<file path="src/rtl/axi_mm_pkg.sv">
// Shared definitions for the AXI MM test path (burst generator and read-back checker).
//   AXI_BURST_INCR, AXI_RESP_OKAY : AXI encodings used on the AR/R channels
//   PATTERN_SEED_INIT             : first byte of the byte-incrementing pattern
//   chk_state_e                   : read-back checker state encoding
package axi_mm_pkg;

    localparam logic [1:0] AXI_BURST_INCR    = 2'b01;
    localparam logic [1:0] AXI_RESP_OKAY     = 2'b00;
    localparam logic [7:0] PATTERN_SEED_INIT = 8'h80;

    typedef enum logic [1:0] {
        ST_IDLE   = 2'd0,
        ST_ADDR   = 2'd1,
        ST_DATA   = 2'd2,
        ST_FINISH = 2'd3
    } chk_state_e;

endpackage

</file>
<file path="src/rtl/data_chk_axi_mm_burst_if.sv">
// AXI4 read-address / read-data channel bundle used by the burst checker.
//   master : checker side (drives AR, consumes R)
//   slave  : memory side (accepts AR, drives R)
interface data_chk_axi_mm_burst_if #(
    parameter int AXI_DATA_WIDTH = 32,
    parameter int AXI_ADDR_WIDTH = 32
);

    logic [AXI_ADDR_WIDTH-1:0] m_axi_araddr;
    logic [7:0]                m_axi_arlen;
    logic [2:0]                m_axi_arsize;
    logic [1:0]                m_axi_arburst;
    logic [2:0]                m_axi_arprot;
    logic                      m_axi_arvalid;
    logic                      m_axi_arready;
    logic [AXI_DATA_WIDTH-1:0] m_axi_rdata;
    logic [1:0]                m_axi_rresp;
    logic                      m_axi_rlast;
    logic                      m_axi_rvalid;
    logic                      m_axi_rready;

    modport master (
        output m_axi_araddr, m_axi_arlen, m_axi_arsize, m_axi_arburst, m_axi_arprot,
        output m_axi_arvalid, m_axi_rready,
        input  m_axi_arready, m_axi_rdata, m_axi_rresp, m_axi_rlast, m_axi_rvalid
    );

    modport slave (
        input  m_axi_araddr, m_axi_arlen, m_axi_arsize, m_axi_arburst, m_axi_arprot,
        input  m_axi_arvalid, m_axi_rready,
        output m_axi_arready, m_axi_rdata, m_axi_rresp, m_axi_rlast, m_axi_rvalid
    );

endinterface

</file>
<file path="src/rtl/data_pattern_gen.sv">
// Byte-incrementing pattern word: byte i of word = seed + i (mod 256).
// Shared by the burst generator and the checker so both sides stay bit-identical.
//   seed : first byte of the word
//   word : AXI_DATA_WIDTH-bit pattern word
module data_pattern_gen #(
    parameter int AXI_DATA_WIDTH = 32
) (
    input  logic [7:0]                seed,
    output logic [AXI_DATA_WIDTH-1:0] word
);

    for (genvar i = 0; i < AXI_DATA_WIDTH / 8; i++) begin : g_byte
        assign word[8*i +: 8] = seed + 8'(i);
    end

endmodule

</file>
<file path="src/rtl/data_chk_axi_mm_burst.sv">
// AXI4 MM burst read-back checker. Reads REPEAT passes over a window of BYTES
// bytes at BASE_ADDR in fixed-length INCR bursts and compares each beat against
// the byte-incrementing pattern, reporting sticky error status.
//   ACLK, ARESETn       : clock, async active-low reset
//   BASE_ADDR/BYTES/REPEAT/START : run configuration, sampled on START in IDLE
//   BUSY, DONE          : run in progress / one-cycle end-of-run pulse
//   ERROR, ERR_COUNT, FIRST_ERR_ADDR : sticky failure status, cleared on START
//   axi                 : AR/R channels (master side)
//
// state     | meaning
// ----------+-------------------------------------------------
// ST_IDLE   | waiting for START; status held from last run
// ST_ADDR   | arvalid high, araddr held until arready
// ST_DATA   | rready high, checking each R beat
// ST_FINISH | DONE pulse, back to IDLE next cycle
module data_chk_axi_mm_burst
    import axi_mm_pkg::*;
#(
    parameter int AXI_DATA_WIDTH = 32,
    parameter int AXI_ADDR_WIDTH = 32,
    parameter int MAX_BURST_LEN  = 16
) (
    input  logic                      ACLK,
    input  logic                      ARESETn,
    input  logic [AXI_ADDR_WIDTH-1:0] BASE_ADDR,
    input  logic [15:0]               BYTES,
    input  logic [15:0]               REPEAT,
    input  logic                      START,
    output logic                      BUSY,
    output logic                      DONE,
    output logic                      ERROR,
    output logic [15:0]               ERR_COUNT,
    output logic [AXI_ADDR_WIDTH-1:0] FIRST_ERR_ADDR,
    data_chk_axi_mm_burst_if.master   axi
);

    localparam int                        BPB           = AXI_DATA_WIDTH / 8;
    localparam logic [7:0]                LAST_BEAT     = 8'(MAX_BURST_LEN - 1);
    localparam logic [AXI_ADDR_WIDTH-1:0] BPB_A         = AXI_ADDR_WIDTH'(BPB);
    localparam logic [AXI_ADDR_WIDTH-1:0] BURST_BYTES_A = AXI_ADDR_WIDTH'(MAX_BURST_LEN * BPB);
    localparam logic [31:0]               BPB_W         = 32'(BPB);

    chk_state_e                state_q, state_d;
    logic [AXI_ADDR_WIDTH-1:0] base_q, base_d;
    logic [AXI_ADDR_WIDTH-1:0] addr_q, addr_d;
    logic [15:0]               bytes_q, bytes_d;
    logic [15:0]               repeat_q, repeat_d;
    logic [7:0]                seed_q, seed_d;
    logic [7:0]                beat_q, beat_d;
    // Wider than BYTES so the final burst of a pass cannot overflow it.
    logic [31:0]               bytes_read_q, bytes_read_d;
    logic [15:0]               pass_q, pass_d;
    logic                      error_q, error_d;
    logic [15:0]               err_cnt_q, err_cnt_d;
    logic [AXI_ADDR_WIDTH-1:0] first_err_q, first_err_d;

    logic [AXI_DATA_WIDTH-1:0] exp_word;
    logic [15:0]               last_pass;
    logic                      beat_fail;
    logic [AXI_ADDR_WIDTH-1:0] beat_addr;

    data_pattern_gen #(
        .AXI_DATA_WIDTH(AXI_DATA_WIDTH)
    ) u_pattern (
        .seed(seed_q),
        .word(exp_word)
    );

    // REPEAT=0 behaves as a single pass.
    assign last_pass = (repeat_q == 16'd0) ? 16'd0 : repeat_q - 16'd1;
    assign beat_addr = addr_q + AXI_ADDR_WIDTH'(beat_q) * BPB_A;
    assign beat_fail = (axi.m_axi_rdata != exp_word)
                    || (axi.m_axi_rresp != AXI_RESP_OKAY)
                    || (axi.m_axi_rlast != (beat_q == LAST_BEAT));

    always_comb begin
        state_d      = state_q;
        base_d       = base_q;
        addr_d       = addr_q;
        bytes_d      = bytes_q;
        repeat_d     = repeat_q;
        seed_d       = seed_q;
        beat_d       = beat_q;
        bytes_read_d = bytes_read_q;
        pass_d       = pass_q;
        error_d      = error_q;
        err_cnt_d    = err_cnt_q;
        first_err_d  = first_err_q;

        case (state_q)
            ST_IDLE: begin
                if (START) begin
                    base_d       = BASE_ADDR;
                    bytes_d      = BYTES;
                    repeat_d     = REPEAT;
                    addr_d       = BASE_ADDR;
                    seed_d       = PATTERN_SEED_INIT;
                    beat_d       = 8'd0;
                    bytes_read_d = 32'd0;
                    pass_d       = 16'd0;
                    error_d      = 1'b0;
                    err_cnt_d    = 16'd0;
                    first_err_d  = '0;
                    state_d      = ST_ADDR;
                end
            end
            ST_ADDR: begin
                beat_d = 8'd0;
                if (axi.m_axi_arready) begin
                    state_d = ST_DATA;
                end
            end
            ST_DATA: begin
                if (axi.m_axi_rvalid) begin
                    if (beat_fail) begin
                        error_d = 1'b1;
                        if (err_cnt_q != 16'hFFFF) begin
                            err_cnt_d = err_cnt_q + 16'd1;
                        end
                        // ERROR is cleared on START, so its old value marks the first failure.
                        if (!error_q) begin
                            first_err_d = beat_addr;
                        end
                    end
                    seed_d       = seed_q + 8'd1;
                    beat_d       = beat_q + 8'd1;
                    bytes_read_d = bytes_read_q + BPB_W;
                    // Burst length is counted locally; a misplaced RLAST only flags an error.
                    if (beat_q == LAST_BEAT) begin
                        addr_d  = addr_q + BURST_BYTES_A;
                        state_d = ST_ADDR;
                        if (bytes_read_d >= {16'd0, bytes_q}) begin
                            if (pass_q == last_pass) begin
                                state_d = ST_FINISH;
                            end else begin
                                pass_d       = pass_q + 16'd1;
                                addr_d       = base_q;
                                seed_d       = PATTERN_SEED_INIT;
                                bytes_read_d = 32'd0;
                            end
                        end
                    end
                end
            end
            ST_FINISH: begin
                state_d = ST_IDLE;
            end
            default: begin
                state_d = ST_IDLE;
            end
        endcase
    end

    always_ff @(posedge ACLK or negedge ARESETn) begin
        if (!ARESETn) begin
            state_q      <= ST_IDLE;
            base_q       <= '0;
            addr_q       <= '0;
            bytes_q      <= 16'd0;
            repeat_q     <= 16'd0;
            seed_q       <= 8'd0;
            beat_q       <= 8'd0;
            bytes_read_q <= 32'd0;
            pass_q       <= 16'd0;
            error_q      <= 1'b0;
            err_cnt_q    <= 16'd0;
            first_err_q  <= '0;
        end else begin
            state_q      <= state_d;
            base_q       <= base_d;
            addr_q       <= addr_d;
            bytes_q      <= bytes_d;
            repeat_q     <= repeat_d;
            seed_q       <= seed_d;
            beat_q       <= beat_d;
            bytes_read_q <= bytes_read_d;
            pass_q       <= pass_d;
            error_q      <= error_d;
            err_cnt_q    <= err_cnt_d;
            first_err_q  <= first_err_d;
        end
    end

    assign BUSY           = (state_q != ST_IDLE);
    assign DONE           = (state_q == ST_FINISH);
    assign ERROR          = error_q;
    assign ERR_COUNT      = err_cnt_q;
    assign FIRST_ERR_ADDR = first_err_q;

    assign axi.m_axi_araddr  = addr_q;
    assign axi.m_axi_arlen   = LAST_BEAT;
    assign axi.m_axi_arsize  = 3'($clog2(BPB));
    assign axi.m_axi_arburst = AXI_BURST_INCR;
    assign axi.m_axi_arprot  = 3'b000;
    assign axi.m_axi_arvalid = (state_q == ST_ADDR);
    assign axi.m_axi_rready  = (state_q == ST_DATA);

endmodule
</file>
<file path="src/flat_wrapper.sv">
// flat-port wrapper written by rule: the top's interface ports become plain ports
module data_chk_axi_mm_burst_flat import axi_mm_pkg::*;
#(
    parameter int AXI_DATA_WIDTH = 32,
    parameter int AXI_ADDR_WIDTH = 32,
    parameter int MAX_BURST_LEN  = 16
)
  (ACLK, ARESETn, BASE_ADDR, BYTES, REPEAT, START, BUSY, DONE, ERROR, ERR_COUNT, FIRST_ERR_ADDR, axi_m_axi_araddr, axi_m_axi_arlen, axi_m_axi_arsize, axi_m_axi_arburst, axi_m_axi_arprot, axi_m_axi_arvalid, axi_m_axi_rready, axi_m_axi_arready, axi_m_axi_rdata, axi_m_axi_rresp, axi_m_axi_rlast, axi_m_axi_rvalid);
  data_chk_axi_mm_burst_if #(.AXI_DATA_WIDTH(AXI_DATA_WIDTH), .AXI_ADDR_WIDTH(AXI_ADDR_WIDTH)) axi_i ();
  input  logic ACLK;
  input  logic ARESETn;
  input  logic [AXI_ADDR_WIDTH-1:0] BASE_ADDR;
  input  logic [15:0] BYTES;
  input  logic [15:0] REPEAT;
  input  logic START;
  output logic BUSY;
  output logic DONE;
  output logic ERROR;
  output logic [15:0] ERR_COUNT;
  output logic [AXI_ADDR_WIDTH-1:0] FIRST_ERR_ADDR;
  output wire logic [$bits(axi_i.m_axi_araddr)-1:0] axi_m_axi_araddr;
  output wire logic [$bits(axi_i.m_axi_arlen)-1:0] axi_m_axi_arlen;
  output wire logic [$bits(axi_i.m_axi_arsize)-1:0] axi_m_axi_arsize;
  output wire logic [$bits(axi_i.m_axi_arburst)-1:0] axi_m_axi_arburst;
  output wire logic [$bits(axi_i.m_axi_arprot)-1:0] axi_m_axi_arprot;
  output wire logic [$bits(axi_i.m_axi_arvalid)-1:0] axi_m_axi_arvalid;
  output wire logic [$bits(axi_i.m_axi_rready)-1:0] axi_m_axi_rready;
  input wire logic [$bits(axi_i.m_axi_arready)-1:0] axi_m_axi_arready;
  input wire logic [$bits(axi_i.m_axi_rdata)-1:0] axi_m_axi_rdata;
  input wire logic [$bits(axi_i.m_axi_rresp)-1:0] axi_m_axi_rresp;
  input wire logic [$bits(axi_i.m_axi_rlast)-1:0] axi_m_axi_rlast;
  input wire logic [$bits(axi_i.m_axi_rvalid)-1:0] axi_m_axi_rvalid;
  assign axi_m_axi_araddr = axi_i.m_axi_araddr;
  assign axi_m_axi_arlen = axi_i.m_axi_arlen;
  assign axi_m_axi_arsize = axi_i.m_axi_arsize;
  assign axi_m_axi_arburst = axi_i.m_axi_arburst;
  assign axi_m_axi_arprot = axi_i.m_axi_arprot;
  assign axi_m_axi_arvalid = axi_i.m_axi_arvalid;
  assign axi_m_axi_rready = axi_i.m_axi_rready;
  assign axi_i.m_axi_arready = axi_m_axi_arready;
  assign axi_i.m_axi_rdata = axi_m_axi_rdata;
  assign axi_i.m_axi_rresp = axi_m_axi_rresp;
  assign axi_i.m_axi_rlast = axi_m_axi_rlast;
  assign axi_i.m_axi_rvalid = axi_m_axi_rvalid;
  data_chk_axi_mm_burst #(.AXI_DATA_WIDTH(AXI_DATA_WIDTH), .AXI_ADDR_WIDTH(AXI_ADDR_WIDTH), .MAX_BURST_LEN(MAX_BURST_LEN)) u_core (.ACLK(ACLK), .ARESETn(ARESETn), .BASE_ADDR(BASE_ADDR), .BYTES(BYTES), .REPEAT(REPEAT), .START(START), .BUSY(BUSY), .DONE(DONE), .ERROR(ERROR), .ERR_COUNT(ERR_COUNT), .FIRST_ERR_ADDR(FIRST_ERR_ADDR), .axi(axi_i));
endmodule
</file>
<file path="config.mk">
export PLATFORM = sky130hd
export DESIGN_NAME = data_chk_axi_mm_burst_flat
export DESIGN_NICKNAME = d
export VERILOG_FILES = /design/src/rtl/axi_mm_pkg.sv /design/src/rtl/data_chk_axi_mm_burst_if.sv /design/src/rtl/data_pattern_gen.sv /design/src/rtl/data_chk_axi_mm_burst.sv /design/src/flat_wrapper.sv
export SDC_FILE = /design/constraint.sdc
export NUM_CORES = 1
export LEC_CHECK = 0
export ABC_CLOCK_PERIOD_IN_PS = 3800
export CORE_MARGIN = 1.5
export CORE_UTILIZATION = 39
export CTS_CLUSTER_DIAMETER = 150
export CTS_CLUSTER_SIZE = 28
export DETAILED_ROUTE_END_ITERATION = 8
export PLACE_DENSITY_LB_ADDON = 0.1
export SETUP_SLACK_MARGIN = 0.05
export SKIP_LAST_GASP = 1
export SYNTH_ARGS = -nofsm -noshare
export SYNTH_HDL_FRONTEND = slang
export SYNTH_SLANG_ARGS = --single-unit
</file>
<file path="constraint.sdc">
create_clock -name ACLK -period 3.8 [get_ports ACLK]
set_clock_uncertainty 0.15 [all_clocks]
set_input_delay 0.38 -clock ACLK [delete_from_list [all_inputs] [get_ports ACLK]]
set_output_delay 0.38 -clock ACLK [all_outputs]
set_load 0.01 [all_outputs]
</file>
==> impl_metrics.prom, run 1 <==
# TYPE chip_impl_metric gauge
chip_impl_info{name="clockRootBuffer",value="clkbuf_16"} 1
chip_impl_metric{name="port_buffers",unit=""} 188
chip_impl_info{name="cp-startpoint",value="u_core.bytes_read_q[3]$_DFFE_PN0P_"} 1
chip_impl_metric{name="cts_buffers",unit=""} 11
chip_impl_metric{name="fin_setup_tns",unit="ns"} -0.146
chip_impl_metric{name="whs_path_cells",unit=""} 3
chip_impl_metric{name="remaining_drc_errors",unit=""} 0
chip_impl_metric{name="p_sw_share",unit="%"} 41.9
chip_impl_info{name="cp_launch_type",value="flop"} 1
chip_impl_metric{name="total_core_area",unit="mm^2"} 0.0334
chip_impl_metric{name="cts.reportedPaths.clkPinSlew",unit="ns"} 0.11
chip_impl_metric{name="cts_max_level",unit=""} 1
chip_impl_metric{name="synth_seq_area_share",unit="%"} 39.8
chip_impl_info{name="r2r_startpoint",value="u_core.bytes_read_q[3]$_DFFE_PN0P_"} 1
chip_impl_metric{name="dieHeight",unit="um"} 187
chip_impl_metric{name="antenna_cells",unit=""} 0
chip_impl_info{name="worst_r2r_endpoint",value="u_core.axi.m_axi_araddr[29]$_DFFE_PN0P_"} 1
chip_impl_metric{name="finalWorstSetupSlack",unit="ns"} -0.0437
chip_impl_metric{name="final.min_clock_period",unit="ns"} 3.84
chip_impl_info{name="cells_along_the_critical_path",value="nand4_1 -> or3_4 -> buf_6 -> xnor2_2 -> ha_1 -> a21oi_1 -> o21ai_1 -> a31oi_2 -> o22ai_1 -> or4_4 -> o21ai_4 -> buf_6 -> buf_12 -> buf_12 -> mux2i_2 -> o211ai_1"} 1
chip_impl_info{name="rsz0062_at_grt",value="yes"} 1
chip_impl_metric{name="finalPower",unit="W"} 0.00952
chip_impl_metric{name="design.final.nets",unit=""} 1895
chip_impl_info{name="yosys.area.top_type",value="dfrtp_1"} 1
chip_impl_metric{name="setup-violations-final",unit=""} 9
chip_impl_metric{name="post-synth-top-area-fraction",unit="%"} 39.8
chip_impl_metric{name="synth_seq_cells",unit=""} 209
chip_impl_info{name="post-synth-top-count-cell",value="nand2_1"} 1
chip_impl_metric{name="slew_headroom",unit="%"} 46.1
chip_impl_metric{name="final_hold_viol_count",unit=""} 0
chip_impl_metric{name="post_synth_xor_area_fraction",unit="%"} 7.46
chip_impl_metric{name="switching_power",unit="W"} 0.00398
chip_impl_info{name="worstHoldPathType",value="in2reg"} 1
chip_impl_metric{name="synthMuxAreaShare",unit="%"} 3.30
chip_impl_info{name="hold-path-endpoint",value="u_core.repeat_q[6]$_DFFE_PN0P_"} 1
chip_impl_metric{name="chipWidth",unit="um"} 187
chip_impl_info{name="synth.top_cells.by_count",value="325 x nand2_1, 209 x dfrtp_1, 89 x nor2_1"} 1
chip_impl_metric{name="max_cap_violations",unit=""} 0
chip_impl_info{name="critPathCaptureType",value="flop"} 1
chip_impl_metric{name="post_synthesis_average_cell_area",unit="um^2"} 8.46
chip_impl_metric{name="synth_warn",unit=""} 0
chip_impl_metric{name="worst_r2r_path_depth",unit=""} 16
chip_impl_metric{name="preCtsSetupSlack",unit="ns"} -0.167
chip_impl_metric{name="async_flop_share",unit="%"} 100
chip_impl_metric{name="grt_remaining_overflow",unit=""} 0
chip_impl_metric{name="number_of_synthesized_flops_with_an_enable_pin",unit=""} 0
chip_impl_metric{name="clock.fmax",unit="GHz"} 0.260
chip_impl_metric{name="maxSlewViolCount",unit=""} 0
chip_impl_metric{name="final_design_area_no_fill",unit="mm^2"} 0.0166
chip_impl_metric{name="avgRoutedWirePerCell",unit="um"} 17.3
chip_impl_metric{name="arrival_time_at_the_worst_endpoint",unit="ns"} 4.05
chip_impl_metric{name="p_per_area",unit="mW/mm^2"} 573
chip_impl_metric{name="tightest_slew",unit="ns"} 0.802
chip_impl_metric{name="antenna_violations_before_repair",unit=""} 1
chip_impl_metric{name="effective_utilization_at_floorplan",unit="%"} 39.4
chip_impl_metric{name="synth.lib_cells_used.distinct",unit=""} 88
chip_impl_metric{name="worst_skew_pair.late_latency",unit="ns"} 0.48
chip_impl_info{name="synth_top_family_by_area",value="simple AND/OR/NAND/NOR gates"} 1
chip_impl_metric{name="clkPwrFrac",unit="%"} 13.6
chip_impl_metric{name="final.fill_count",unit=""} 3231
chip_impl_info{name="min-delay-start",value="REPEAT[6]"} 1
chip_impl_info{name="violations",value="setup timing"} 1
chip_impl_metric{name="fraction_of_the_mapped_netlist_area_in_adder_cells",unit="%"} 3.20
chip_impl_info{name="cts_tree",value="done"} 1
chip_impl_metric{name="dr.pass1.iters",unit=""} 5
chip_impl_metric{name="combinationalPowerShare",unit="%"} 47.3
chip_impl_metric{name="die_area",unit="mm^2"} 0.0348
chip_impl_metric{name="synthesis.area",unit="mm^2"} 0.0132
chip_impl_metric{name="slowest_delay",unit="ns"} 0.59
chip_impl_metric{name="placedInstanceArea",unit="mm^2"} 0.0157
chip_impl_metric{name="grt_pass1_wl",unit="um"} 61700
chip_impl_metric{name="finalCoreUtilization",unit="%"} 49.8
chip_impl_metric{name="route.vias.total",unit=""} 11900
chip_impl_metric{name="p_leak",unit="nW"} 7.23
chip_impl_metric{name="num_io_pins",unit=""} 205
chip_impl_metric{name="grtUsageTotal",unit="%"} 21.4
chip_impl_metric{name="detailedRoute.firstIterationViolations",unit=""} 649
chip_impl_metric{name="worst-r2r-setup-slack",unit="ns"} -0.04
chip_impl_metric{name="detail_route.wirelength",unit="um"} 38200
chip_impl_metric{name="ant_nets",unit=""} 0
chip_impl_info{name="synth_top_flop_cell",value="dfrtp_1"} 1
chip_impl_metric{name="cellInternalPower",unit="W"} 0.00553
chip_impl_metric{name="timing.final.crit_share",unit="%"} 101
chip_impl_metric{name="required",unit="ns"} 4.00
chip_impl_info{name="worst-setup-path-type",value="reg2reg"} 1
chip_impl_metric{name="grt_start_max_net_pins",unit=""} 95
chip_impl_metric{name="drive_above_1_share",unit="%"} 10.7
chip_impl_metric{name="synth_simple_gate_area_share",unit="%"} 24.8
chip_impl_info{name="synth.top_cells.by_area",value="dfrtp_1 40%, nand2_1 9.3%, xnor2_1 4.6%"} 1
chip_impl_metric{name="avgViaCountPerCell",unit=""} 5.41
chip_impl_metric{name="clock_path_buffers",unit=""} 3
chip_impl_metric{name="place_hpwl",unit="um"} 27100
chip_impl_metric{name="synth-compound-area-share",unit="%"} 15.6
chip_impl_metric{name="post_synth_inst_count",unit=""} 1554
chip_impl_metric{name="rows",unit=""} 67
chip_impl_metric{name="area_growth_from_synthesis_to_layout",unit="%"} 26.4
chip_impl_metric{name="seqPwrFrac",unit="%"} 39.1
chip_impl_metric{name="vdd.ir_drop.worst",unit="mV"} 0.280
chip_impl_metric{name="place_congestion",unit=""} 0.874
chip_impl_metric{name="timing.critical_path.fanout_max",unit=""} 8
chip_impl_info{name="cp_slowest_cell",value="or4_4"} 1
chip_impl_metric{name="numClockSinks",unit=""} 209
chip_impl_info{name="run_status",value="finished, violations left"} 1
chip_impl_metric{name="grt_pass1_vias",unit=""} 11700
[layer usage]
| layer | vias to the layer above | GRT usage (%) | routed length (um) |
|---|---|---|---|
| met4 | 2 | 5.12 | 824 |
| met5 | - | 0 | 8 |
| li1 | 5824 | - | - |
| met1 | 5756 | 30.5 | 18300 |
| met3 | 56 | 2.46 | 1640 |
| met2 | 294 | 34.6 | 17400 |
[power by group through the flow]
stage	Clock, W	Sequential [W]	Combinational [W]
global placement	0	0.00373	0.00421
finish	0.00129	0.00372	0.00451
CTS	0.00135	0.00371	0.00435
global route	0.00143	0.00382	0.00497
floorplan	0	0.00354	0.00262
detailed placement	0	0.00376	0.00429
[stage by stage]
step | instances | hold WS (ns)
floorplan | 1568 | -0.0656
global placement | 2163 | 0.304
detailed placement | 2163 | 0.313
CTS | 2188 | 0.253
global route | 2205 | 0.276
finish | 2205 | 0.264
[worst max path at each step]
stage	end	slack, ns	depth (start not counted)
2_1_floorplan	u_core.axi.m_axi_araddr[10]$_DFFE_PN0P_	0.12	13
3_3_place_gp	u_core.FIRST_ERR_ADDR[20]$_DFFE_PN0P_	-0.14	10
3_5_place_dp	u_core.FIRST_ERR_ADDR[19]$_DFFE_PN0P_	-0.17	10
4_1_cts	u_core.axi.m_axi_araddr[29]$_DFFE_PN0P_	0.01	16
5_1_grt	u_core.axi.m_axi_araddr[29]$_DFFE_PN0P_	-0.21	17
6_report	u_core.axi.m_axi_araddr[29]$_DFFE_PN0P_	-0.04	16
[worst max-delay path: cells and delay by family (launching register included)]
kind,cells,cell delay (ns)
fa+ha+maj,1,0.31
compound gates,6,0.74
flops,1,0.40
xor+xnor,1,0.13
simple gates,3,1.25
buf+inv,4,0.52
mux,1,0.21
[layout by cell type (no fill, tap or decap), drive strengths merged, types with 38 or more instances in the layout]
master	count
xor2	43
clkdlybuf4s50	187
xnor2	69
a21oi	38
nor2	89
nand3	65
mux2i	40
nand2	325
buf	106
dfrtp	209
o21ai	94
inv	50
[layout make-up]
cell class	count	area (um^2)	area share, %
Inverter	49	184	1.11
Tap cell	448	561	3.37
Sequential cell	209	5230	31.5
Clock inverter	1	16.3	0.0979
Multi-Input combinational cell	1191	7460	44.9
Timing Repair Buffer	296	2890	17.4
Clock buffer	11	275	1.66
[timing repair]
action,4_1_cts,5_1_grt
hold buffers,1,0
cloned,1,5
buffers inserted,11,13
pin swaps,15,25
hold endpoints to repair,91,0
endpoints found under the setup margin,86,133
resized for setup,17,56
[flip-flops by register name (all words and copies together) (netlist names)]
| signal | cells |
|---|---|
| u_core.ERROR | 1 |
| u_core.ERR_COUNT | 16 |
| u_core.FIRST_ERR_ADDR | 32 |
| u_core.axi.m_axi_araddr | 32 |
| u_core.base_q | 32 |
| u_core.beat_q | 8 |
| u_core.bytes_q | 16 |
| u_core.bytes_read_q | 30 |
| u_core.pass_q | 16 |
| u_core.repeat_q | 16 |
| u_core.seed_q | 8 |
| u_core.state_q | 2 |
[cell families after synthesis]
family          after synthesis
compound gates              300
xor+xnor                    112
fa+ha+maj                    33
buf+inv                     169
flops                       209
mux                          43
other cells                   2
simple gates                686
Power figures use the tool's default switching activity.
==> inputs of run 2 (changes only) <==
Settings changed: ABC_CLOCK_PERIOD_IN_PS 3800 to 4600, CTS_CLUSTER_SIZE 28 to 20, SKIP_CTS_REPAIR_TIMING set to 1.
Clock period 3.8 ns to 4.6 ns, I/O delays scaled along.
==> run 2 against run 1 <==
The run now ends clean. Sequential share of layout area grew 1.6 points. Combinational power down 24%. First-iteration DRC count rose by 19%. Sequential cell count did not move. Die area unchanged. Largest cell class unchanged.
==> impl_metrics.prom, run 2 (synthesis gave the netlist of run 1 again) <==
# TYPE chip_impl_metric gauge
chip_impl_info{name="min-delay-start",value="u_core.base_q[12]$_DFFE_PN0P_"} 1
chip_impl_metric{name="fin_setup_tns",unit="ns"} 0
chip_impl_metric{name="place_congestion",unit=""} 0.884
chip_impl_metric{name="die_area",unit="mm^2"} 0.0348
chip_impl_metric{name="combinationalPowerShare",unit="%"} 44.3
chip_impl_metric{name="dieHeight",unit="um"} 187
chip_impl_metric{name="wl_met2",unit="um"} 16900
chip_impl_metric{name="chipWidth",unit="um"} 187
chip_impl_metric{name="cellInternalPower",unit="W"} 0.00454
chip_impl_metric{name="grt_pass1_wl",unit="um"} 61200
chip_impl_metric{name="total_core_area",unit="mm^2"} 0.0334
chip_impl_info{name="cells_along_the_critical_path",value="ha_1 -> nand3_2 -> nor2_2 -> xor2_1 -> ha_1 -> a21o_1 -> a221oi_1 -> o21ai_0 -> a31oi_1 -> o22ai_1 -> or4_4 -> o21ai_4 -> buf_12 -> mux2i_1 -> o211ai_1"} 1
chip_impl_metric{name="num_io_pins",unit=""} 205
chip_impl_metric{name="routed-wl-met3",unit="um"} 1750
chip_impl_metric{name="critical_path_depth",unit=""} 15
chip_impl_metric{name="grt_pass1_vias",unit=""} 11400
chip_impl_metric{name="whs_path_cells",unit=""} 2
chip_impl_metric{name="vdd.ir_drop.worst",unit="mV"} 0.229
chip_impl_metric{name="detailedRoute.firstIterationViolations",unit=""} 775
chip_impl_metric{name="slowest_delay",unit="ns"} 0.60
chip_impl_metric{name="grtUsageTotal",unit="%"} 21.2
chip_impl_metric{name="maxSlewViolCount",unit=""} 0
chip_impl_metric{name="numClockSinks",unit=""} 209
chip_impl_metric{name="slew_headroom",unit="%"} 41.9
chip_impl_metric{name="clock.fmax",unit="GHz"} 0.238
chip_impl_info{name="worst-setup-path-type",value="reg2reg"} 1
chip_impl_metric{name="seqPwrFrac",unit="%"} 39.7
chip_impl_metric{name="p_sw_share",unit="%"} 41.6
chip_impl_metric{name="design.final.nets",unit=""} 1825
chip_impl_metric{name="clkPwrFrac",unit="%"} 16.0
chip_impl_info{name="timing.critical_path.max_delay_family",value="compound AO/OA/AOI/OAI gates"} 1
chip_impl_info{name="hold-path-endpoint",value="u_core.base_q[12]$_DFFE_PN0P_"} 1
chip_impl_info{name="run_status",value="finished, final reports clean"} 1
chip_impl_metric{name="arrival_time_at_the_worst_endpoint",unit="ns"} 4.40
chip_impl_metric{name="switching_power",unit="W"} 0.00323
chip_impl_metric{name="setup-violations-final",unit=""} 0
chip_impl_metric{name="drive_above_1_share",unit="%"} 5.27
chip_impl_metric{name="final.min_clock_period",unit="ns"} 4.20
chip_impl_metric{name="remaining_drc_errors",unit=""} 0
chip_impl_metric{name="clock_path_buffers",unit=""} 3
chip_impl_metric{name="place_hpwl",unit="um"} 26500
chip_impl_metric{name="grt_remaining_overflow",unit=""} 0
chip_impl_info{name="r2r_startpoint",value="u_core.bytes_read_q[2]$_DFFE_PN0P_"} 1
chip_impl_info{name="layout.cells.most_common_list",value="323 x nand2_1, 209 x dfrtp_1, 187 x clkdlybuf4s50_1"} 1
chip_impl_metric{name="cts_max_level",unit=""} 1
chip_impl_metric{name="worst_r2r_path_depth",unit=""} 15
chip_impl_info{name="cp_launch_type",value="flop"} 1
chip_impl_info{name="critPathCaptureType",value="flop"} 1
chip_impl_metric{name="timing.final.crit_share",unit="%"} 91.3
chip_impl_metric{name="port_buffers",unit=""} 188
chip_impl_metric{name="cts.reportedPaths.clkPinSlew",unit="ns"} 0.09
chip_impl_metric{name="route.vias.total",unit=""} 11500
chip_impl_metric{name="required",unit="ns"} 4.80
chip_impl_metric{name="area_growth_from_synthesis_to_layout",unit="%"} 20.1
chip_impl_metric{name="avgViaCountPerCell",unit=""} 5.40
chip_impl_metric{name="detail_route.wirelength",unit="um"} 37100
chip_impl_metric{name="avgRoutedWirePerCell",unit="um"} 17.3
chip_impl_metric{name="p_leak",unit="nW"} 6.80
chip_impl_metric{name="finalCoreUtilization",unit="%"} 47.4
chip_impl_info{name="cp_slowest_cell",value="or4_4"} 1
chip_impl_metric{name="ant_nets",unit=""} 0
chip_impl_metric{name="worst_skew_pair.late_latency",unit="ns"} 0.49
chip_impl_info{name="final_common_cell",value="nand2_1"} 1
chip_impl_metric{name="m1WireLength",unit="um"} 17900
chip_impl_info{name="cp_common_cell",value="ha_1"} 1
chip_impl_metric{name="rows",unit=""} 67
chip_impl_info{name="worstHoldPathType",value="reg2reg"} 1
chip_impl_info{name="rsz0062_at_grt",value="no"} 1
chip_impl_metric{name="dr.pass1.iters",unit=""} 6
chip_impl_metric{name="worst-r2r-setup-slack",unit="ns"} 0.40
chip_impl_metric{name="cts_buffers",unit=""} 14
chip_impl_info{name="cts_tree",value="done"} 1
chip_impl_metric{name="max_cap_violations",unit=""} 0
chip_impl_info{name="clockRootBuffer",value="clkbuf_16"} 1
chip_impl_metric{name="final_hold_viol_count",unit=""} 0
chip_impl_metric{name="worst-path-buf-inv",unit=""} 1
chip_impl_metric{name="tightest_slew",unit="ns"} 0.872
chip_impl_metric{name="effective_utilization_at_floorplan",unit="%"} 39.4
chip_impl_metric{name="timing.critical_path.fanout_max",unit=""} 37
chip_impl_metric{name="p_per_area",unit="mW/mm^2"} 492
chip_impl_info{name="worst_r2r_endpoint",value="u_core.axi.m_axi_araddr[20]$_DFFE_PN0P_"} 1
chip_impl_metric{name="grt_start_max_net_pins",unit=""} 107
chip_impl_info{name="route.top_layer_used",value="met5"} 1
chip_impl_metric{name="antenna_violations_before_repair",unit=""} 3
==> run 2: cell count changes in the layout (fill, tap and decap cells not counted), sizes merged <==
cell    change
buf        -71
clkbuf      +2
diode       +2
inv         -1
clkinv      +1
==> run 2: cell type report <==
cell class / instances / area, um^2
fillers: 3349 / 17600
multi-input cells: 1191 / 7250
flip-flops and latches: 209 / 5230
repair buffers: 223 / 2180
well taps: 448 / 561
clock buffers: 15 / 375
inverters: 49 / 184
clock inverters: 1 / 16.3
diodes: 2 / 5.00
==> run 2: power groups by stage <==
stage	logic [W]	clock network, W	registers [W]
floorplan	0.00216	0	0.00293
global placement	0.00339	0	0.00309
detailed placement	0.00344	0	0.00312
CTS	0.00345	0.00129	0.00308
global route	0.00384	0.00135	0.00318
finish	0.00344	0.00125	0.00308
==> run 2: worst min-delay path: stages, from the launching register on <==
cell and delay, ns:
dfrtp_1 0.34, nand2_1 0.05, nand2_1 0.06
==> run 2: through the flow <==
stage / cell area [um^2] / hold WS [ns] / setup slack, ns / instances / total power, W
after floorplan: 13200 / 0.0144 / 0.920 / 1568 / 0.00509
after global placement: 15300 / 0.301 / 0.411 / 2117 / 0.00649
after detailed placement: 15300 / 0.313 / 0.268 / 2117 / 0.00655
after CTS: 15700 / -0.0859 / 0.206 / 2133 / 0.00782
after global routing: 15800 / 0.358 / 0.0754 / 2138 / 0.00838
final: 15800 / 0.328 / 0.399 / 2138 / 0.00777
==> run 2: per-layer routing <==
metal,track usage [%],vias to the layer above
met1,30.6,5587
met2,34.0,275
met4,4.06,2
met5,0,-
li1,-,5652
met3,3.20,29
==> run 2: how the worst max path moves through the flow <==
stage                                             startpoint                                      end  slack (ns)
after global placement    u_core.bytes_read_q[2]$_DFFE_PN0P_       u_core.bytes_read_q[8]$_DFFE_PN0P_        0.41
after floorplan           u_core.bytes_read_q[4]$_DFFE_PN0P_  u_core.axi.m_axi_araddr[10]$_DFFE_PN0P_        0.92
final                     u_core.bytes_read_q[2]$_DFFE_PN0P_  u_core.axi.m_axi_araddr[20]$_DFFE_PN0P_        0.40
after detailed placement  u_core.bytes_read_q[2]$_DFFE_PN0P_      u_core.bytes_read_q[12]$_DFFE_PN0P_        0.27
after global routing      u_core.bytes_read_q[2]$_DFFE_PN0P_  u_core.axi.m_axi_araddr[15]$_DFFE_PN0P_        0.08
after CTS                 u_core.bytes_read_q[2]$_DFFE_PN0P_       u_core.bytes_read_q[8]$_DFFE_PN0P_        0.21
==> inputs of run 3 (changes only) <==
Settings changed: SETUP_SLACK_MARGIN 0.05 to unset.
==> run 3 against run 2 <==
Register-to-register slack got worse by 0.07 ns. Critical path depth shrank 1. Global-route usage stayed put. Critical path type unchanged. Sequential share of layout area is essentially flat.
==> impl_metrics.prom, run 3 (synthesis gave the netlist of run 1 again) <==
# TYPE chip_impl_metric gauge
chip_impl_info{name="rsz0062_at_grt",value="no"} 1
chip_impl_metric{name="numClockSinks",unit=""} 209
chip_impl_metric{name="avgRoutedWirePerCell",unit="um"} 17.3
chip_impl_metric{name="remaining_drc_errors",unit=""} 0
chip_impl_metric{name="p_per_area",unit="mW/mm^2"} 491
chip_impl_metric{name="detailedRoute.firstIterationViolations",unit=""} 742
chip_impl_metric{name="setup-violations-final",unit=""} 0
chip_impl_metric{name="arrival_time_at_the_worst_endpoint",unit="ns"} 4.54
chip_impl_metric{name="timing.final.crit_share",unit="%"} 92.8
chip_impl_metric{name="grt_remaining_overflow",unit=""} 0
chip_impl_metric{name="port_buffers",unit=""} 188
chip_impl_metric{name="chipWidth",unit="um"} 187
chip_impl_metric{name="antenna_violations_before_repair",unit=""} 3
chip_impl_metric{name="ant_nets",unit=""} 0
chip_impl_metric{name="final_hold_viol_count",unit=""} 0
chip_impl_metric{name="final.min_clock_period",unit="ns"} 4.27
chip_impl_info{name="worst_r2r_endpoint",value="u_core.pass_q[1]$_DFFE_PN0P_"} 1
chip_impl_info{name="worst-setup-path-type",value="reg2reg"} 1
chip_impl_metric{name="clock.fmax",unit="GHz"} 0.234
chip_impl_metric{name="dr.pass1.iters",unit=""} 5
chip_impl_metric{name="effective_utilization_at_floorplan",unit="%"} 39.4
chip_impl_metric{name="avgViaCountPerCell",unit=""} 5.41
chip_impl_metric{name="max_cap_violations",unit=""} 0
chip_impl_metric{name="route.vias.total",unit=""} 11600
chip_impl_metric{name="cts_buffers",unit=""} 14
chip_impl_metric{name="finalWorstSetupSlack",unit="ns"} 0.333
chip_impl_metric{name="worst-r2r-setup-slack",unit="ns"} 0.33
chip_impl_info{name="cp_launch_type",value="flop"} 1
chip_impl_metric{name="clock_path_buffers",unit=""} 3
chip_impl_metric{name="total_core_area",unit="mm^2"} 0.0334
chip_impl_metric{name="grt_pass1_wl",unit="um"} 61200
chip_impl_metric{name="num_io_pins",unit=""} 205
chip_impl_metric{name="cts.reportedPaths.clkPinSlew",unit="ns"} 0.09
chip_impl_metric{name="grt_start_max_net_pins",unit=""} 107
chip_impl_metric{name="fin_setup_tns",unit="ns"} 0
chip_impl_metric{name="p_leak",unit="nW"} 6.80
chip_impl_metric{name="grt_pass1_vias",unit=""} 11400
chip_impl_metric{name="maxSlewViolCount",unit=""} 0
chip_impl_metric{name="place_congestion",unit=""} 0.884
chip_impl_info{name="cp-startpoint",value="u_core.bytes_read_q[2]$_DFFE_PN0P_"} 1
chip_impl_info{name="worstSetupEndpoint",value="u_core.pass_q[1]$_DFFE_PN0P_"} 1
chip_impl_metric{name="detail_route.wirelength",unit="um"} 37000
chip_impl_info{name="critPathCaptureType",value="flop"} 1
chip_impl_metric{name="place_hpwl",unit="um"} 26500
chip_impl_metric{name="drive_above_1_share",unit="%"} 5.16
chip_impl_metric{name="design.final.nets",unit=""} 1824
chip_impl_metric{name="cts_max_level",unit=""} 1
chip_impl_metric{name="slew_headroom",unit="%"} 41.8
chip_impl_metric{name="preCtsSetupSlack",unit="ns"} 0.268
chip_impl_info{name="cts_tree",value="done"} 1
chip_impl_metric{name="worst_skew_pair.late_latency",unit="ns"} 0.49
chip_impl_info{name="clockRootBuffer",value="clkbuf_16"} 1
chip_impl_info{name="worstHoldPathType",value="reg2reg"} 1
chip_impl_metric{name="worst_r2r_path_depth",unit=""} 14
chip_impl_info{name="layout.cells.most_common_list",value="323 x nand2_1, 209 x dfrtp_1, 187 x clkdlybuf4s50_1"} 1
chip_impl_metric{name="dieHeight",unit="um"} 187
chip_impl_info{name="final_common_cell",value="nand2_1"} 1
chip_impl_metric{name="rows",unit=""} 67
chip_impl_metric{name="timing.critical_path.fanout_max",unit=""} 9
chip_impl_metric{name="area_growth_from_synthesis_to_layout",unit="%"} 20.1
chip_impl_metric{name="die_area",unit="mm^2"} 0.0348
chip_impl_info{name="run_status",value="finished, final reports clean"} 1
chip_impl_metric{name="required",unit="ns"} 4.87
chip_impl_metric{name="finalPower",unit="W"} 0.00776
chip_impl_metric{name="vdd.ir_drop.worst",unit="mV"} 0.230
chip_impl_metric{name="grtUsageTotal",unit="%"} 21.2
chip_impl_info{name="r2r_startpoint",value="u_core.bytes_read_q[2]$_DFFE_PN0P_"} 1
chip_impl_metric{name="tightest_slew",unit="ns"} 0.873
[run 3: through the flow]
step,std cells,utilization [%],hold slack [ns],instance area [um^2]
5_1_grt,2137,47.3,0.358,15800
3_5_place_dp,2117,46.0,0.313,15300
4_1_cts,2133,47.2,-0.0859,15700
6_report,2137,47.3,0.327,15800
2_1_floorplan,1568,-,0.0144,13200
3_3_place_gp,2117,46.0,0.301,15300
[run 3: power by group]
| group | internal [W] | leakage, nW | switching (W) |
|---|---|---|---|
| combinational | 0.00154 | 3.87 | 0.00189 |
| sequential | 0.00240 | 2.74 | 0.000672 |
| clock | 0.000589 | 0.192 | 0.000657 |
[run 3: cell type report]
class | count | area, um^2
multi-input cells | 1190 | 7240
diodes | 2 | 5.00
flip-flops and latches | 209 | 5230
clock inverters | 1 | 16.3
repair buffers | 223 | 2180
inverters | 49 | 184
fillers | 3349 | 17600
well taps | 448 | 561
clock buffers | 15 | 375
[run 3: critical path, stage by stage (launching register included)]
cell and delay (ns):
dfrtp_1 0.45, ha_1 0.29, nand3_2 0.19, nor2_2 0.27, xor2_1 0.18, ha_1 0.26, a21o_1 0.18, a221oi_1 0.26
o21ai_0 0.11, a31oi_1 0.28, o22ai_1 0.14, or4_4 0.60, o21a_1 0.29, o21ai_4 0.36, a22o_1 0.20
[run 3: routing by layer]
metal | vias to the layer above | part of all wire (%) | track usage (%)
met5 | - | 0.035 | 0
met3 | 29 | 4.8 | 3.20
met4 | 2 | 1.5 | 4.06
met2 | 269 | 46 | 34.0
met1 | 5596 | 48 | 30.6
li1 | 5655 | - | -
[run 3: worst min-delay path by stage]
| stage | start | end | slack [ns] | cells past startpoint |
|---|---|---|---|---|
| after floorplan | ARESETn | u_core.ERROR$_DFFE_PN0P_ | 0.01 | 0 |
| after global placement | u_core.base_q[6]$_DFFE_PN0P_ | u_core.base_q[6]$_DFFE_PN0P_ | 0.30 | 2 |
| after detailed placement | u_core.base_q[12]$_DFFE_PN0P_ | u_core.base_q[12]$_DFFE_PN0P_ | 0.31 | 2 |
| after CTS | ARESETn | u_core.FIRST_ERR_ADDR[25]$_DFFE_PN0P_ | -0.09 | 1 |
| after global routing | u_core.base_q[6]$_DFFE_PN0P_ | u_core.base_q[6]$_DFFE_PN0P_ | 0.36 | 2 |
| final | u_core.base_q[12]$_DFFE_PN0P_ | u_core.base_q[12]$_DFFE_PN0P_ | 0.33 | 2 |
